[src/rtl/serial_bit_feeder.sv]
// Parallel-to-serial feeder for the run detector. It accepts WIDTH-bit words on valid/ready and emits one bit per clock on x.
// A one-word holding register allows streaming without bubbles. Define SERIAL_FEEDER_LSB_FIRST_EN to send words LSB first.
module serial_bit_feeder #(
  parameter int WIDTH = 16,
  parameter int GAP   = 0
) (
  input  logic             clk,
  input  logic             reset,
  input  logic [WIDTH-1:0] din,
  input  logic             din_valid,
  output logic             din_ready,
  output logic             x,
  output logic             x_valid,
  output logic             busy,
  output logic             word_done,
  output logic [7:0]       frame_cnt
);

  localparam int CW = $clog2(WIDTH);
  localparam int GW = 4;
  localparam logic [CW-1:0] CNT_LAST  = CW'(WIDTH - 1);
  localparam logic [GW-1:0] GCNT_LAST = GW'((GAP > 0) ? GAP - 1 : 0);

  typedef enum logic [1:0] {S_IDLE, S_SHIFT, S_GAP} state_e;

  state_e           state_q, state_d;
  logic [WIDTH-1:0] sreg_q, sreg_d;
  logic [WIDTH-1:0] hreg_q, hreg_d;
  logic             hvalid_q, hvalid_d;
  logic [CW-1:0]    cnt_q, cnt_d;
  logic [GW-1:0]    gcnt_q, gcnt_d;
  logic [7:0]       frame_q, frame_d;
  logic             x_q, x_d;
  logic             x_valid_q, x_valid_d;
  logic             word_done_q, word_done_d;
  logic             load;
  logic             accept;
  logic [WIDTH-1:0] sreg_shifted;
  logic             out_bit;

`ifdef SERIAL_FEEDER_LSB_FIRST_EN
  assign sreg_shifted = {1'b0, sreg_q[WIDTH-1:1]};
  assign out_bit      = sreg_d[0];
`else
  assign sreg_shifted = {sreg_q[WIDTH-2:0], 1'b0};
  assign out_bit      = sreg_d[WIDTH-1];
`endif

  // Load and accept are mutually exclusive: load needs hvalid=1 and accept needs hvalid=0.
  assign accept = din_valid && !hvalid_q;

  always_comb begin
    state_d  = state_q;
    sreg_d   = sreg_q;
    hreg_d   = hreg_q;
    hvalid_d = hvalid_q;
    cnt_d    = cnt_q;
    gcnt_d   = gcnt_q;
    frame_d  = frame_q;
    load     = 1'b0;

    case (state_q)
      S_IDLE: begin
        if (hvalid_q) load = 1'b1;
      end
      S_SHIFT: begin
        sreg_d = sreg_shifted;
        cnt_d  = cnt_q + CW'(1);
        if (cnt_q == CNT_LAST) begin
          frame_d = frame_q + 8'd1;
          cnt_d   = '0;
          if (GAP > 0) begin
            state_d = S_GAP;
            gcnt_d  = '0;
          end else if (hvalid_q) begin
            load = 1'b1;
          end else begin
            state_d = S_IDLE;
          end
        end
      end
      S_GAP: begin
        gcnt_d = gcnt_q + GW'(1);
        if (gcnt_q == GCNT_LAST) begin
          gcnt_d = '0;
          if (hvalid_q) load = 1'b1;
          else          state_d = S_IDLE;
        end
      end
      default: state_d = S_IDLE;
    endcase

    if (load) begin
      sreg_d   = hreg_q;
      hvalid_d = 1'b0;
      cnt_d    = '0;
      state_d  = S_SHIFT;
    end

    if (accept) begin
      hreg_d   = din;
      hvalid_d = 1'b1;
    end
  end

  // The outputs are registered. They are computed from the next-state values, so each flop holds the bit for its own cycle.
  always_comb begin
    x_valid_d   = (state_d == S_SHIFT);
    x_d         = x_valid_d && out_bit;
    word_done_d = x_valid_d && (cnt_d == CNT_LAST);
  end

  always_ff @(posedge clk or posedge reset) begin
    if (reset) begin
      state_q     <= S_IDLE;
      sreg_q      <= '0;
      hreg_q      <= '0;
      hvalid_q    <= 1'b0;
      cnt_q       <= '0;
      gcnt_q      <= '0;
      frame_q     <= '0;
      x_q         <= 1'b0;
      x_valid_q   <= 1'b0;
      word_done_q <= 1'b0;
    end else begin
      state_q     <= state_d;
      sreg_q      <= sreg_d;
      hreg_q      <= hreg_d;
      hvalid_q    <= hvalid_d;
      cnt_q       <= cnt_d;
      gcnt_q      <= gcnt_d;
      frame_q     <= frame_d;
      x_q         <= x_d;
      x_valid_q   <= x_valid_d;
      word_done_q <= word_done_d;
    end
  end

  assign din_ready = !hvalid_q;
  assign busy      = (state_q != S_IDLE) || hvalid_q;
  assign x         = x_q;
  assign x_valid   = x_valid_q;
  assign word_done = word_done_q;
  assign frame_cnt = frame_q;

endmodule

[config.mk]
export PLATFORM = sky130hd
export DESIGN_NAME = serial_bit_feeder
export DESIGN_NICKNAME = d
export VERILOG_FILES = /design/src/rtl/serial_bit_feeder.sv
export SDC_FILE = /design/constraint.sdc
export NUM_CORES = 1
export LEC_CHECK = 0
export CAP_MARGIN = 20
export CORE_UTILIZATION = 37
export DETAILED_ROUTE_END_ITERATION = 8
export GPL_TIMING_DRIVEN = 0
export PLACE_DENSITY_LB_ADDON = 0.08
export SLEW_MARGIN = 20
export SYNTH_ARGS = -nofsm -noshare
export SYNTH_HDL_FRONTEND = slang
export SYNTH_SLANG_ARGS = --single-unit
[constraint.sdc]
create_clock -name clk -period 3.05 [get_ports clk]
set_input_delay 0.4575 -clock clk [delete_from_list [all_inputs] [get_ports clk]]
set_output_delay 0.4575 -clock clk [all_outputs]
set_load 0.05 [all_outputs]
* Yosys cells after proc, flatten, opt, wreduce, memory -nomap -nowiden
Cells that the tools add are included.
Operators by class: $add $sub $neg 3, eq/ne operators 5, muxes and demuxes 17, reductions and logical operators 11
Operators with widths (count):
- $mux 16 | 2
- $mux 4 | 4
- $add 4x1->4 const B | 2
- $add 8x1->8 const B | 1
- $eq 4x4->1 const B | 2
- $mux 2 | 4
- $pmux 2 s3 | 1
- $reduce_bool 2->1 | 3
- $mux 1 | 5
- $eq 2x1->1 const B | 2
- $logic_not 4->1 | 1
- $logic_and 1x1->1 | 3
- $pmux 1 s3 | 1
- $eq 2x2->1 const B | 1
- $logic_not 2->1 | 1
- $reduce_and 2->1 | 1
- $logic_not 1->1 | 1
- $logic_or 1x1->1 | 1
Word-level totals: flip-flop bits (word level) 54, output and inout bits 13

* Logic depth before layout (Yosys ltp)
depth in word-level cells 6, mapped depth 8, depth with buffers taken out 6

* Least setup slack after synthesis
No wires, ideal clock.
path kind register -> register, start register state_q[0], end register sreg_q[0], setup time 126 ps, arrival 1823 ps, data required time 2924 ps, slack 1101 ps, stages on the path, launching flop included 9, buffers on the path 2, period minus slack after synthesis 1949 ps, path through dfrtp_1 > inv_1 > ha_1 > buf_2 > nor2_1 > a2111oi_4 > and2_2 > buf_6 > o21ai_0
Between the ends: cells in the longest elaborated chain, start to end 3
Ends and longest elaborated chain:
- from (decl) | RTL line 26 | state_e state_q, state_d;
- from (signal assigned) | RTL line 126 | state_q <= state_d;
- $eq 2x2->1, or another cell as far along | RTL line 62 | case (state_q)
- $pmux 1 s3 | RTL line 62
- $mux 16 / $reduce_bool 2->1 (equally long branches)
- to (signal assigned) | RTL line 127 | sreg_q <= sreg_d;
- to (decl) | RTL line 27 | logic [WIDTH-1:0] sreg_q, sreg_d;
Parallel ways exist; a longest one is shown, timed or not. A chain may end at the register's enable or synchronous reset.

* Final worst setup path
start register state_q[0], end output port busy
Between the ends: cells in the longest elaborated chain, start to end 2
Ends and longest elaborated chain:
- $reduce_bool 2->1 | RTL line 140 | assign busy = (state_q != S_IDLE) || hvalid_q;
- $logic_or 1x1->1 | RTL line 140
- to (decl) | RTL line 14 | output logic busy,
Every way passes these cells.

==> flow_results.org <==
** Status
- Run status :: complete, but fails checks
- Violations in the final reports :: DRC

** Routing
- The highest layer touched by signal routing is met4.
- Once detail routing completed, the nets flagged for antenna violations numbered 0.
- Via count of the routed design :: approximately 1700
- After detailed routing, the met2 layer carries 2260 um of wire.
- Number of DRC markers after the initial detailed-route iteration :: 42
- Using the TritonRoute via totals, the vias-per-cell ratio works out to about 5.2.
- Wires add up to between 4000 and 5000 um.
- The first TritonRoute pass finished after 6 iterations.
- The routed design uses ~150 um of met3 wire.
- Average wire length per cell after detail routing :: between 10 and 15 um
- In the final routing, the length of wire on met1 measures 2110 um.
- After detailed routing, the number of remaining DRC violations is 5.

** Layout
- Core occupancy in the finished layout :: 0.474
- Number of nets in the layout :: approximately 280
- Proportion of layout cells with a drive suffix above 1 :: 0.172
- Once layout is complete, the cells apart from fillers number 333.
- Relative to the synthesized area, the layout overhead comes to 22.0%.
- The number of antenna diodes in the final layout is 0.

** Clocking
- Counting along the longest clock path gives a buffer depth of 2.
- Clk Tree Root Cell :: clkbuf_8
- CTS sink count :: 54
- Clk pin slew, worst setup/hold paths :: approximately 0.1 ns
- The clock tree synthesis step divided the H-tree into 2 levels.
- After clock tree synthesis, the repair step resized 0 gates.
- Hold-fix buffer count after cts :: 0
- Clock insertion delay at the later pin of the skew report :: 0.31 ns
- Total setup buffers inserted after CTS :: 0
- CTS Buf Count :: 5
- CTS tree :: yes

** Synth
- Among all flip-flop cells after synthesis, the most frequent one is dfrtp_1.
- After synthesis the cells add up to roughly 0.0025 mm2.
- Number of synthesis warnings :: 0
- Of the synthesized area, sequential elements account for 0.538.
- The most common cell in the synthesized netlist is dfrtp_1.
- Synthesis handed over a netlist of between 200 and 250 instances.
- Count of distinct cell types in the synthesized netlist :: 34
- Top cell type's share of synthesized area :: 0.538
- Syn_nets :: 244
- For this run, asynchronously set or reset flops after synthesis account for 1.00.
- Ranked by instance count, the synthesized netlist is headed by dfrtp_1 (54), nand3_1 (21), mux2_2 (19), o21ai_0 (19), mux2i_1 (14).
- Of all cell types, the one taking the most synthesized area is dfrtp_1.
- In the post-synthesis netlist, the biggest area contributors are dfrtp_1 (54%), mux2_2 (8.5%), mux2i_1 (5.6%), nand3_1 (4.2%), ha_1 (4.0%).
- After synthesis, the mean cell area works out to about 12 um2.
- Seq cells post-synth :: 54
- The synthesized design contains 0 enable-type register cells.

** Worst setup path
- Broken down by cell family, the worst path's largest delay share belongs to buffers and inverters.
- Sort of element at the end of the critical path :: output pin
- The number of buffers and inverters on the critical path is 2.
- Endpoint required time on the critical path :: 2.59 ns
- Critical Path Source :: state_q[0]$_DFF_PP0_
- In this run the worst path has a maximum fanout of 6.
- In this run the critical register-to-register path is launched from state_q[0]$_DFF_PP0_.
- Arrival time reported for the critical path endpoint :: roughly 2.0 ns
- For this design, the slowest cell found on the critical path is clkdlybuf4s50_1.
- On the worst path, the slowest cell contributes a delay of around 0.79 ns.
- STA classifies the critical path startpoint as a register.
- The critical path is of the register to output pin type.
- Walking the worst path, the cells encountered are inv_1 > ha_1 > nand2_1 > clkdlybuf4s50_1.

** Timing
- Setup Total Neg Slack :: 0 ns
- Setup violations remaining at the end of the flow were counted as 0.
- Number of pins exceeding their max-slew limit in the final report :: 0
- Crit path setup slack, layout :: ~0.63 ns
- Fin. Hold Viols :: 0
- In this run the tightest slew margin relative to its limit is 0.532.
- On the final layout, the worst clock skew is ~0.013 ns.
- Maximum clock rate :: between 400 and 500 MHz
- After layout, the minimum clock period comes to 2.42 ns.
- At the pin with the least slew margin, the transition time is 0.702 ns.
- Final period utilization :: 0.793
- Setup repair after global routing left no endpoint under its margin.

** Job
- Total of max-cap violations :: 0

** Die
- Num rows :: 29
- Die X :: 84.4 um
- DIE AREA :: 0.00712 mm2
- From bottom edge to top edge, the die measures 84.4 um.
- The initial utilization of the core area, before any placement, comes to 0.389.
- I/O pins :: 32
- Total core area :: ~0.0065 mm2

** Power and ir drop
- For this design the ratio of total power to cell area is around 900 mW/mm2.
- Across the VDD grid, the largest voltage drop is approximately 0.00036 V.
- Standby leakage power :: 0.00139 uW
- Pwr Total :: between 2000 and 3000 uW

** GRT
- The initial antenna violation count was 0.
- Maximum number of pins on one net before global-route repair :: between 50 and 60
- Global-route usage over all layers :: 0.142
- Via count of the first global-routing pass :: around 1700
- Overflow left after global routing :: 0
- The first global-routing pass estimated 7860 um of wire.

** Worst hold path
- Worst hold path class :: register to register
- The worst hold path begins at frame_cnt[7]$_DFFE_PP0P_.

** Place
- Total placed cells including tap cells :: between 300 and 400
- Routability-driven placement finished with a final weighted congestion of approximately 0.78.
- HPWL after DPL :: roughly 3200 um
- Setup slack after placement :: ~0.73 ns
- The count of buffers added on input and output ports is 31.
## cell usage in the layout (no fill, tap or decap), drive strengths merged, types with 2 or more instances in the layout
master / synthesis / final
a21o: 2 / 2
a21oi: 8 / 8
and3: 3 / 3
buf: 10 / 10
bufinv: 0 / 2
clkbuf: 1 / 7
clkdlybuf4s50: 0 / 31
dfrtp: 54 / 54
ha: 8 / 8
inv: 6 / 6
mux2: 19 / 19
mux2i: 14 / 14
nand2: 10 / 10
nand3: 22 / 22
nand4: 4 / 4
nor2: 10 / 10
nor2b: 5 / 5
o21ai: 19 / 19
xnor2: 7 / 7
xor2: 2 / 2
## sequential cells by signal, indices dropped and copies added (netlist names)
register,cells
word_done,1
frame_cnt,8
gcnt_q,4
x,1
sreg_q,16
cnt_q,4
hvalid_q,1
state_q,2
hreg_q,16
x_valid,1
## area by class of cell
type	count	area [um2]
fill	621	3400
tap	77	96.3
buffer	11	66.3
clock inverter	2	60.1
multi-input combinational	146	1070
timing repair buffer	31	310
sequential	54	1350
clock buffer	6	82.6
inverter	6	25.0
## power breakdown
group	total, uW	internal [uW]	switching (uW)
combinational	1040	493	545
sequential	1130	976	150
clock	588	350	238
total	2750	1820	933
## logic make-up after synthesis
group	Yosys count	synth area share
xor+xnor	9	0.0314
fa+ha+maj	8	0.0399
compound gates	33	0.0807
buf+inv	17	0.0354
mux	33	0.141
flops	54	0.538
simple gates	63	0.134
## routing by layer
layer / vias up / track usage
met1: 869 / 0.181
met5: - / 0
li1: 837 / -
met3: 6 / 0.0364
met2: 24 / 0.235
met4: 0 / 0.0462
## worst paths after layout
kind	end	slack (ns)	cells past startpoint
max in group asynchronous	sreg_q[0]$_DFFE_PP0P_	2.02	2
worst max-delay path	busy	0.63	4
min in group asynchronous	frame_cnt[7]$_DFFE_PP0P_	0.60	2
worst min register to register	frame_cnt[7]$_DFFE_PP0P_	0.48	1
worst min-delay path	frame_cnt[7]$_DFFE_PP0P_	0.48	1
worst max register to register	sreg_q[9]$_DFFE_PP0P_	0.70	8
## stage by stage
step	cell area [um2]	hold WS [ns]
2_1_floorplan	2510	0.460
3_3_place_gp	2920	0.465
3_5_place_dp	2920	0.465
4_1_cts	3060	0.490
5_1_grt	3060	0.520
6_report	3060	0.481
Power figures use the tool's default switching activity.
